$ cat src/rtl/seg7_pkg.sv
// rtl/seg7_pkg.sv - colour indices, palette, hex decoder and segment boxes for the 7-segment overlay
package seg7_pkg;

  localparam logic [2:0] COL_BG      = 3'd0;
  localparam logic [2:0] COL_GRN_ON  = 3'd1;
  localparam logic [2:0] COL_GRN_OFF = 3'd2;
  localparam logic [2:0] COL_RED_ON  = 3'd3;
  localparam logic [2:0] COL_RED_OFF = 3'd4;
  localparam logic [2:0] COL_SEG_ON  = 3'd5;
  localparam logic [2:0] COL_SEG_OFF = 3'd6;

  localparam logic [11:0] DIGIT_V_MAX = 12'd69;

  typedef struct packed {
    logic [5:0] x_lo;
    logic [5:0] x_hi;
    logic [6:0] v_lo;
    logic [6:0] v_hi;
  } seg_box_t;

  // Inclusive boxes in cell-local coordinates (x 0..63, v 0..69)
  localparam seg_box_t BOX_A  = '{x_lo: 6'd33, x_hi: 6'd55, v_lo: 7'd0,  v_hi: 7'd6};
  localparam seg_box_t BOX_B  = '{x_lo: 6'd57, x_hi: 6'd63, v_lo: 7'd8,  v_hi: 7'd29};
  localparam seg_box_t BOX_C  = '{x_lo: 6'd57, x_hi: 6'd63, v_lo: 7'd38, v_hi: 7'd61};
  localparam seg_box_t BOX_D  = '{x_lo: 6'd33, x_hi: 6'd55, v_lo: 7'd62, v_hi: 7'd69};
  localparam seg_box_t BOX_E  = '{x_lo: 6'd25, x_hi: 6'd31, v_lo: 7'd38, v_hi: 7'd61};
  localparam seg_box_t BOX_F  = '{x_lo: 6'd25, x_hi: 6'd31, v_lo: 7'd8,  v_hi: 7'd29};
  localparam seg_box_t BOX_G  = '{x_lo: 6'd33, x_hi: 6'd55, v_lo: 7'd30, v_hi: 7'd37};
  localparam seg_box_t BOX_DP = '{x_lo: 6'd57, x_hi: 6'd63, v_lo: 7'd64, v_hi: 7'd69};

  function automatic logic in_box(input logic [5:0] x, input logic [6:0] v, input seg_box_t bx);
    return (x >= bx.x_lo) && (x <= bx.x_hi) && (v >= bx.v_lo) && (v <= bx.v_hi);
  endfunction

  // bit0 = a ... bit6 = g
  function automatic logic [6:0] hex_to_seg(input logic [3:0] nib);
    logic [6:0] pat;
    case (nib)
      4'h0: pat = 7'h3F;
      4'h1: pat = 7'h06;
      4'h2: pat = 7'h5B;
      4'h3: pat = 7'h4F;
      4'h4: pat = 7'h66;
      4'h5: pat = 7'h6D;
      4'h6: pat = 7'h7D;
      4'h7: pat = 7'h07;
      4'h8: pat = 7'h7F;
      4'h9: pat = 7'h6F;
      4'hA: pat = 7'h77;
      4'hB: pat = 7'h7C;
      4'hC: pat = 7'h39;
      4'hD: pat = 7'h5E;
      4'hE: pat = 7'h79;
      default: pat = 7'h71;
    endcase
    return pat;
  endfunction

  // Returns {r, g, b}
  function automatic logic [11:0] palette(input logic [2:0] idx);
    logic [11:0] rgb;
    case (idx)
      3'd0: rgb = 12'h111;
      3'd1: rgb = 12'h0F0;
      3'd2: rgb = 12'h030;
      3'd3: rgb = 12'hF00;
      3'd4: rgb = 12'h300;
      3'd5: rgb = 12'hFF0;
      3'd6: rgb = 12'h330;
      default: rgb = 12'h333;
    endcase
    return rgb;
  endfunction

endpackage

$ cat src/rtl/seg7_cell.sv
// rtl/seg7_cell.sv - combinational segment hit test for one digit cell; dp box only with SEG7_DP_EN
module seg7_cell
  import seg7_pkg::*;
(
  input  logic [5:0] x,
  input  logic [6:0] v,
  input  logic [6:0] pattern,
  input  logic       dp,
  output logic       hit,
  output logic       lit
);

  logic [6:0] seg_hit;
  logic       dp_hit;

  assign seg_hit[0] = in_box(x, v, BOX_A);
  assign seg_hit[1] = in_box(x, v, BOX_B);
  assign seg_hit[2] = in_box(x, v, BOX_C);
  assign seg_hit[3] = in_box(x, v, BOX_D);
  assign seg_hit[4] = in_box(x, v, BOX_E);
  assign seg_hit[5] = in_box(x, v, BOX_F);
  assign seg_hit[6] = in_box(x, v, BOX_G);

`ifdef SEG7_DP_EN
  assign dp_hit = in_box(x, v, BOX_DP);
`else
  logic dp_unused;
  assign dp_unused = dp;
  assign dp_hit    = 1'b0;
`endif

  // Boxes are disjoint, so OR-ing the per-box results is exact
  always_comb begin
    hit = (|seg_hit) | dp_hit;
    lit = (|(seg_hit & pattern))
`ifdef SEG7_DP_EN
          | (dp_hit & dp)
`endif
          ;
  end

endmodule

$ cat src/rtl/seg7_led_overlay.sv
// rtl/seg7_led_overlay.sv - LED-row and 7-segment debug overlay, 2-stage pixel pipeline; SEG7_DP_EN enables decimal points
module seg7_led_overlay
  import seg7_pkg::*;
#(
  parameter int NUM_RED_LEDS   = 16,
  parameter int NUM_GREEN_LEDS = 16,
  parameter int NUM_DIGITS     = 6,
  parameter int SCALE_LOG2     = 0,
  parameter int GREEN_Y        = 65,
  parameter int RED_Y          = 97,
  parameter int DIGIT_Y        = 151,
  parameter int BLINK_FRAMES   = 30
) (
  input  logic                      clk_video,
  input  logic                      reset,
  input  logic                      hsync_in,
  input  logic                      vsync_in,
  input  logic                      active_in,
  input  logic [11:0]               pixel_count,
  input  logic [11:0]               line_count,
  input  logic [NUM_RED_LEDS-1:0]   red_leds,
  input  logic [NUM_GREEN_LEDS-1:0] green_leds,
  input  logic [4*NUM_DIGITS-1:0]   segments,
  input  logic [NUM_DIGITS-1:0]     dp,
  input  logic [NUM_DIGITS-1:0]     blink_mask,
  output logic                      hsync,
  output logic                      vsync,
  output logic                      de,
  output logic [3:0]                r,
  output logic [3:0]                g,
  output logic [3:0]                b
);

  localparam int FCW = (BLINK_FRAMES > 1) ? $clog2(BLINK_FRAMES) : 1;
  localparam logic [FCW-1:0] FC_LAST = FCW'(BLINK_FRAMES - 1);

  localparam logic [11:0] GREEN_LO = 12'(GREEN_Y);
  localparam logic [11:0] GREEN_HI = 12'(GREEN_Y + 15);
  localparam logic [11:0] RED_LO   = 12'(RED_Y);
  localparam logic [11:0] RED_HI   = 12'(RED_Y + 15);
  localparam logic [11:0] GREEN_W  = 12'(32 * NUM_GREEN_LEDS);
  localparam logic [11:0] RED_W    = 12'(32 * NUM_RED_LEDS);
  localparam logic [11:0] DIGIT_LO = 12'(DIGIT_Y);

  // Frame-stable copies of the board state
  logic                      vsync_d;
  logic [NUM_RED_LEDS-1:0]   red_sh;
  logic [NUM_GREEN_LEDS-1:0] green_sh;
  logic [4*NUM_DIGITS-1:0]   seg_sh;
  logic [NUM_DIGITS-1:0]     blink_sh;
  logic [FCW-1:0]            frame_cnt;
  logic                      blink_off;
  logic                      vs_rise;

  assign vs_rise = vsync_in & ~vsync_d;

`ifdef SEG7_DP_EN
  logic [NUM_DIGITS-1:0] dp_sh;
`else
  logic dp_unused;
  assign dp_unused = ^dp;
`endif

  always_ff @(posedge clk_video or negedge reset) begin
    if (!reset) begin
      vsync_d   <= 1'b0;
      red_sh    <= '0;
      green_sh  <= '0;
      seg_sh    <= '0;
      blink_sh  <= '0;
      frame_cnt <= '0;
      blink_off <= 1'b0;
`ifdef SEG7_DP_EN
      dp_sh     <= '0;
`endif
    end else begin
      vsync_d <= vsync_in;
      if (vs_rise) begin
        red_sh   <= red_leds;
        green_sh <= green_leds;
        seg_sh   <= segments;
        blink_sh <= blink_mask;
`ifdef SEG7_DP_EN
        dp_sh    <= dp;
`endif
        if (frame_cnt == FC_LAST) begin
          frame_cnt <= '0;
          blink_off <= ~blink_off;
        end else begin
          frame_cnt <= frame_cnt + 1'b1;
        end
      end
    end
  end

  // LED rows: zero-extend to 32 so a 5-bit index always fits
  logic [31:0] green_ext;
  logic [31:0] red_ext;
  logic [6:0]  green_sel;
  logic [6:0]  red_sel;
  logic        in_green;
  logic        in_red;

  assign green_ext = 32'(green_sh);
  assign red_ext   = 32'(red_sh);
  assign green_sel = 7'(NUM_GREEN_LEDS - 1) - pixel_count[11:5];
  assign red_sel   = 7'(NUM_RED_LEDS - 1) - pixel_count[11:5];
  assign in_green  = (line_count >= GREEN_LO) && (line_count <= GREEN_HI) && (pixel_count < GREEN_W);
  assign in_red    = (line_count >= RED_LO) && (line_count <= RED_HI) && (pixel_count < RED_W);

  // Digit row; the subtraction only matters when line_count >= DIGIT_LO
  logic [11:0] u;
  logic [11:0] line_off;
  logic [11:0] v_full;
  logic        digit_valid;
  logic [2:0]  dig_idx;
  logic [31:0] seg_ext;
  logic [7:0]  blink_ext;
  logic [7:0]  dp_ext;
  logic [3:0]  nibble;
  logic        blank;
  logic [6:0]  cell_pattern;
  logic        cell_dp;
  logic        cell_hit;
  logic        cell_lit;

  assign u           = pixel_count >> SCALE_LOG2;
  assign line_off    = line_count - DIGIT_LO;
  assign v_full      = line_off >> SCALE_LOG2;
  assign digit_valid = (line_count >= DIGIT_LO) && (v_full <= DIGIT_V_MAX) && (u[11:6] < 6'(NUM_DIGITS));
  assign dig_idx     = 3'(NUM_DIGITS - 1) - u[8:6];
  assign seg_ext     = 32'(seg_sh);
  assign blink_ext   = 8'(blink_sh);
  assign nibble      = seg_ext[{dig_idx, 2'b00} +: 4];
  assign blank       = blink_ext[dig_idx] & blink_off;

`ifdef SEG7_DP_EN
  assign dp_ext = 8'(dp_sh);
`else
  assign dp_ext = 8'h00;
`endif

  assign cell_pattern = blank ? 7'h00 : hex_to_seg(nibble);
  assign cell_dp      = dp_ext[dig_idx] & ~blank;

  seg7_cell u_cell (
    .x       (u[5:0]),
    .v       (v_full[6:0]),
    .pattern (cell_pattern),
    .dp      (cell_dp),
    .hit     (cell_hit),
    .lit     (cell_lit)
  );

  logic [2:0] col_next;

  always_comb begin
    col_next = COL_BG;
    if (in_green) begin
      if (pixel_count[4]) col_next = green_ext[green_sel[4:0]] ? COL_GRN_ON : COL_GRN_OFF;
    end else if (in_red) begin
      if (pixel_count[4]) col_next = red_ext[red_sel[4:0]] ? COL_RED_ON : COL_RED_OFF;
    end else if (digit_valid && cell_hit) begin
      col_next = cell_lit ? COL_SEG_ON : COL_SEG_OFF;
    end
  end

  logic [2:0] col_s1;
  logic       hs_s1;
  logic       vs_s1;
  logic       de_s1;

  always_ff @(posedge clk_video or negedge reset) begin
    if (!reset) begin
      col_s1    <= COL_BG;
      hs_s1     <= 1'b0;
      vs_s1     <= 1'b0;
      de_s1     <= 1'b0;
      hsync     <= 1'b0;
      vsync     <= 1'b0;
      de        <= 1'b0;
      {r, g, b} <= 12'h000;
    end else begin
      col_s1    <= col_next;
      hs_s1     <= hsync_in;
      vs_s1     <= vsync_in;
      de_s1     <= active_in;
      hsync     <= hs_s1;
      vsync     <= vs_s1;
      de        <= de_s1;
      {r, g, b} <= de_s1 ? palette(col_s1) : 12'h000;
    end
  end

endmodule

$ cat config.mk
export PLATFORM = sky130hd
export DESIGN_NAME = seg7_led_overlay
export DESIGN_NICKNAME = d
export VERILOG_FILES = /design/src/rtl/seg7_pkg.sv /design/src/rtl/seg7_cell.sv /design/src/rtl/seg7_led_overlay.sv
export SDC_FILE = /design/constraint.sdc
export NUM_CORES = 1
export LEC_CHECK = 0
export CAP_MARGIN = 20
export CORE_MARGIN = 8
export CORE_UTILIZATION = 45
export CTS_CLUSTER_DIAMETER = 100
export DETAILED_ROUTE_END_ITERATION = 8
export PLACE_DENSITY = 0.76
export SYNTH_ARGS = -nofsm -noshare
export SYNTH_HDL_FRONTEND = slang
export SYNTH_SLANG_ARGS = --single-unit
$ cat constraint.sdc
create_clock -name clk_video -period 2.91 [get_ports clk_video]
set_clock_uncertainty 0.05 [all_clocks]
set_input_delay 0.582 -clock clk_video [delete_from_list [all_inputs] [get_ports clk_video]]
set_output_delay 0.582 -clock clk_video [all_outputs]
set_load 0.005 [all_outputs]
; ---- Word level (Yosys, flattened, before mapping)
; Memories as Yosys holds them, arrays and structs flattened.
; Index checks and enable logic that the tools add are counted.
[classes]
order_cmp = 26
eq_ne = 7
addsub = 4
n_bitwise = 5
n_reduce_logical = 28
muxes = 18
shifts = 1
[op_table]
columns = cell, n
row1 = $pmux 12 s7, 1
row2 = $le 12x7->1 const B, 3
row3 = $shiftx 32x6->4, 1
row4 = $ge 12x7->1 const B, 2
row5 = $logic_and 1x1->1, 24
row6 = $mux 3, 5
row7 = $ge 7x6->1 const B, 2
row8 = $le 7x6->1 const B, 2
row9 = $reduce_or 7->1, 2
row10 = $ge 12x8->1 const B, 1
row11 = $ge 6x6->1 const B, 2
row12 = $le 6x6->1 const B, 2
row13 = $lt 12x10->1 const B, 1
row14 = $mux 12, 1
row15 = $sub 12x8->12 const B, 1
row16 = $bmux 1 s5, 2
row17 = $eq 3x3->1 const B, 3
row18 = $and 7x7->7, 1
row19 = $ge 7x1->1 const B, 1
row20 = $ge 7x4->1 const B, 1
row21 = $ge 7x5->1 const B, 1
row22 = $le 7x3->1 const B, 1
row23 = $le 7x5->1 const B, 1
row24 = $le 7x7->1 const B, 1
row25 = 20 further kinds, 27
[totals]
regBits = 89
out_inout_bits = 15
input_bits = 97
mem_bits_ro = 112
elab_cells = 106
mem_count = 1
[mem_list]
columns = memory, depth, width, read_ports, rd_clocked_by_memory_dff, wr, line
row1 = (name not given), 16, 7, 1, 0, 0, seg7_pkg.sv:38  ; case (nib)

; ---- Logic depth before layout (Yosys ltp)
[logic_depth]
ltp_word = 11
depth_mapped = 12
ltp_nobuf = 11

; ---- Cells and area by module
; A second synthesis with hierarchy kept.
[hier_totals]
cells_unflattened = 523
area_unflattened_um2 = 4662.0
[modules_own_cells]
columns = mod, seq_area_each_um2, cells_per_inst, instances, area_each_um2
row1 = seg7_led_overlay, 2127.0, 490, 1, 4420.5
row2 = seg7_cell, 0.0, 33, 1, 241.5

; ---- Worst setup path before layout
; OpenSTA, ideal clock, no wires.
[synth_path]
path_kind = in2reg
startpoint = input port pixel_count[6]
endpoint = register col_s1[1]
cell_stages = 12
t_arrival_ns = 2.976
setup_time_ns = 0.126
n_path_buf = 2
slack_ns = -0.242
required_ns = 2.734
path_cell_list = buf_4 > buf_1 > a21o_1 > o21ai_0 > inv_1 > ha_1 > a21oi_1 > a211oi_1 > a311o_1 > a21boi_0 > o31ai_1 > a221o_1
[synth_via]
elab_chain_len = 11
[synth_rtl]
columns = item, line
row1 = start: declaration, seg7_led_overlay.sv:19  ; input logic [11:0] pixel_count,
row2 = "parallel branches: the longest is 10 deep, another holds $mem_v2 16x7", -
row3 = $mux 3 (*), seg7_led_overlay.sv:159  ; if (in_green) begin
row4 = via col_next[1], seg7_led_overlay.sv:155  ; logic [2:0] col_next;
row5 = end signal: assignment, seg7_led_overlay.sv:184  ; col_s1 <= col_next;
row6 = end: declaration, seg7_led_overlay.sv:168  ; logic [2:0] col_s1;
; Mark *: on every way through the listed nets, which the timed path passes. The select of a mux whose other input is x is not followed.
; A chain may end at the register's enable or synchronous reset.

; ---- Worst setup path in the final report
[layout_path]
startpoint = input port pixel_count[7]
endpoint = register col_s1[1]
; The elaborated chain is that of the path after synthesis.

==> impl_results.md <==
* CP arrival at 3030 ps
* Main flop type after synthesis: dfrtp_1
* TritonCTS clock tree: built
* Mapped Area at 0.00473 mm2
* Initial core utilization at 0.461
* Mean Syn Cell Area at 8.80 um2
* Cell count after placement at 794
* Synth area leaders: dfrtp_1 45%, nand2_1 17%, mux4_2 4.8%
* Synth warn at 0
* Gr usage total at 0.166
* Area share of the largest cell type after synthesis at 0.449
* Reg clk slew, reported paths at 100 ps
* CTS Root Cell: clkbuf_8
* HP Class: input port to asynchronous set/reset pin
* Largest family of logic cells by synthesized area: simple AND/OR/NAND/NOR gates
* Max cap viols at 0
* Yosys cell types at 68
* Proportion of synthesized area in mux cells at 0.0846
* Sequential area share after synthesis at 0.449
* Routed vias/inst at 5.04
* Cells after Synth at 538
* Full die area at 0.0141 mm2
* Required @ worst endpoint at 3110 ps
* Pwr dens at 466 mW/mm2
* Drt drc at 0
* Ports at 112
* Worst Setup End Kind: flop
* H-tree levels at 3
* Antenna violations before repair at 0
* Drt wl/cell at 14.5 um
* Congestion Overflow GR at 0
* Startpoint types: input port
* Maximum VDD drop at 0.000246 V
* Simple logic cell fraction of the synthesized area at 0.254
* Vias in the first global route at 4193
* Final Hold Fails at 0
* Total of flip-flops plus latches after synthesis at 85
* Top cells by count, synth: 212 x nand2_1, 85 x dfrtp_1, 21 x nor2_1
* Area grow syn2layout at 36.9%
* Core ar. at 0.0103 mm2
* Synth Area in Adders at 0.0370
* Tot Pwr at 3.02 mW
* Number of synthesized flops with an enable pin at 0
* Final period utilization at 0.971
* Routed Antenna Nets at 0
* Final setup viols at 0
* Ant diodes at 0
* Worst-margin pin slew at 641 ps
* Ratio of cells with drive above 1 in the final layout at 0.156
* Status: finished clean
* DR vias at 4082
* Grt met1 use at 0.214
* PortBufs at 103
* Placer Congestion at 0.844
* Post-Synth XOR/XNOR Area at 0.0201
* Die Ht at 119 um
* Post-CTS Setup Bufs at 0
* Worst-path fanout max at 11
* Maximum operating frequency at 0.354 GHz
* Chip Width at 119 um
* Fraction of registers with async set/reset at 1.00
* # rows at 37
* Met3 global-route usage at 0.0485
* Pin count of the biggest net entering global routing at 53
* Clock latency on the worst-skew pair at 370 ps
* Post-route insts no fill at 810
* Post-route minimum period at 2820 ps
* Clock buffer depth at 2
* Initial DRC count at 192
* # nets final at 780
* Drt total wl at 11.8 mm
* Relative slew slack at 0.573
* Global-route wire length before repair at 19.6 mm
* Met2 usage at 0.270
* GRT busiest layer: met2
* Pleak at 3.07 nW
* Compound-cell area share of the yosys netlist at 0.112
* Detailed placement HPWL at 8.97 mm
* Critical path class: input port to flop
* Count leader, synth: nand2_1
* TritonRoute pass-1 iters at 4
* Clk sinks at 85
* Max-slew violations at 0
* Synth area leader: dfrtp_1
* TritonCTS Buffers at 9
-- critical path, stage by stage --
cell and delay (ps):
clkdlybuf4s50_1 440, buf_6 170, or2_2 310, o22a_1 230
buf_4 150, a21oi_2 150, a211oi_1 60, a311o_1 340
a21boi_2 150, o31ai_2 80, a221o_1 350
-- flip-flops by register name, summed over array words and instances, names as in the netlist, 2 cells and up --
name,count
blink_sh,6
g,3
b,2
r,3
frame_cnt,5
red_sh,16
seg_sh,24
col_s1,3
green_sh,16
-- path summary, 6_finish.rpt --
kind                                                 to              startpoint  slack, ps  cells after the start
worst max register to register      col_s1[1]$_DFF_PN0_  seg_sh[21]$_DFFE_PN0P_        390                     10
max in group asynchronous       green_sh[5]$_DFFE_PN0P_                   reset       2010                      2
worst min-delay path                    hsync$_DFF_PN0_                   reset        170                      1
min in group clk_video                  hsync$_DFF_PN0_         hs_s1$_DFF_PN0_        310                      0
worst min register to register          hsync$_DFF_PN0_         hs_s1$_DFF_PN0_        310                      0
worst max-delay path                col_s1[1]$_DFF_PN0_          pixel_count[7]         90                     11
-- logic make-up (layout without fill, tap and decap cells) --
| logic type | count (synthesis) | in the layout |
|---|---|---|
| compound gates | 73 | 73 |
| xor+xnor | 10 | 10 |
| fa+ha+maj | 14 | 14 |
| buf+inv | 43 | 178 |
| flops | 85 | 85 |
| mux | 27 | 27 |
| other cells | 1 | 2 |
| simple gates | 285 | 285 |
-- layout make-up --
class | instances | area [um2]
fill | 890 | 3800
multi-input combinational | 411 | 2500
sequential | 85 | 2130
timing repair buffer | 151 | 1430
tap | 136 | 170
clock buffer | 10 | 128
clock inverter | 6 | 77.6
inverter | 11 | 41.3
-- layout by cell type (no fill, tap or decap), drive strengths merged, types with 3 or more instances in the layout --
master	instances
a211oi	3
a21o	4
a21oi	10
and2	4
and3	3
buf	49
clkbuf	10
clkdlybuf4s50	101
dfrtp	85
ha	14
inv	14
mux2	4
mux2i	13
mux4	10
nand2	212
nand2b	5
nand3	7
nand4	5
nor2	21
nor2b	6
nor3	10
o21a	3
o21ai	17
o31ai	6
xnor2	6
xor2	4
-- layer usage --
metal	vias to the layer above	wire (um)	share of wire
met5	-	0	0
met4	0	114	0.0097
met3	12	723	0.062
met2	111	5540	0.47
met1	1894	5370	0.46
li1	2065	-	-
-- what timing repair did --
item | CTS | global route
hold buffers | 0 | 0
setup endpoints to repair | 2 | 2
pin swaps | 1 | 4
gates resized for setup | 4 | 16
-- through the flow --
step	cell area (um2)	setup TNS, ps	util	setup WS [ps]	hold slack [ps]
after floorplan	4760	0	-	3.82	236
after global placement	6200	-999	0.603	-481	285
after detailed placement	6200	-1060	0.603	-529	286
after CTS	6410	0	0.624	36.2	192
after global routing	6480	-8.69	0.631	-8.69	219
final	6480	0	0.631	85.1	167
-- report_power, final --
part | total, mW | internal, mW | switching (mW)
logic | 0.725 | 0.384 | 0.341
clock network | 0.881 | 0.414 | 0.467
registers | 1.41 | 1.32 | 0.0888
Note: power is estimated with default switching activity, not from simulation.
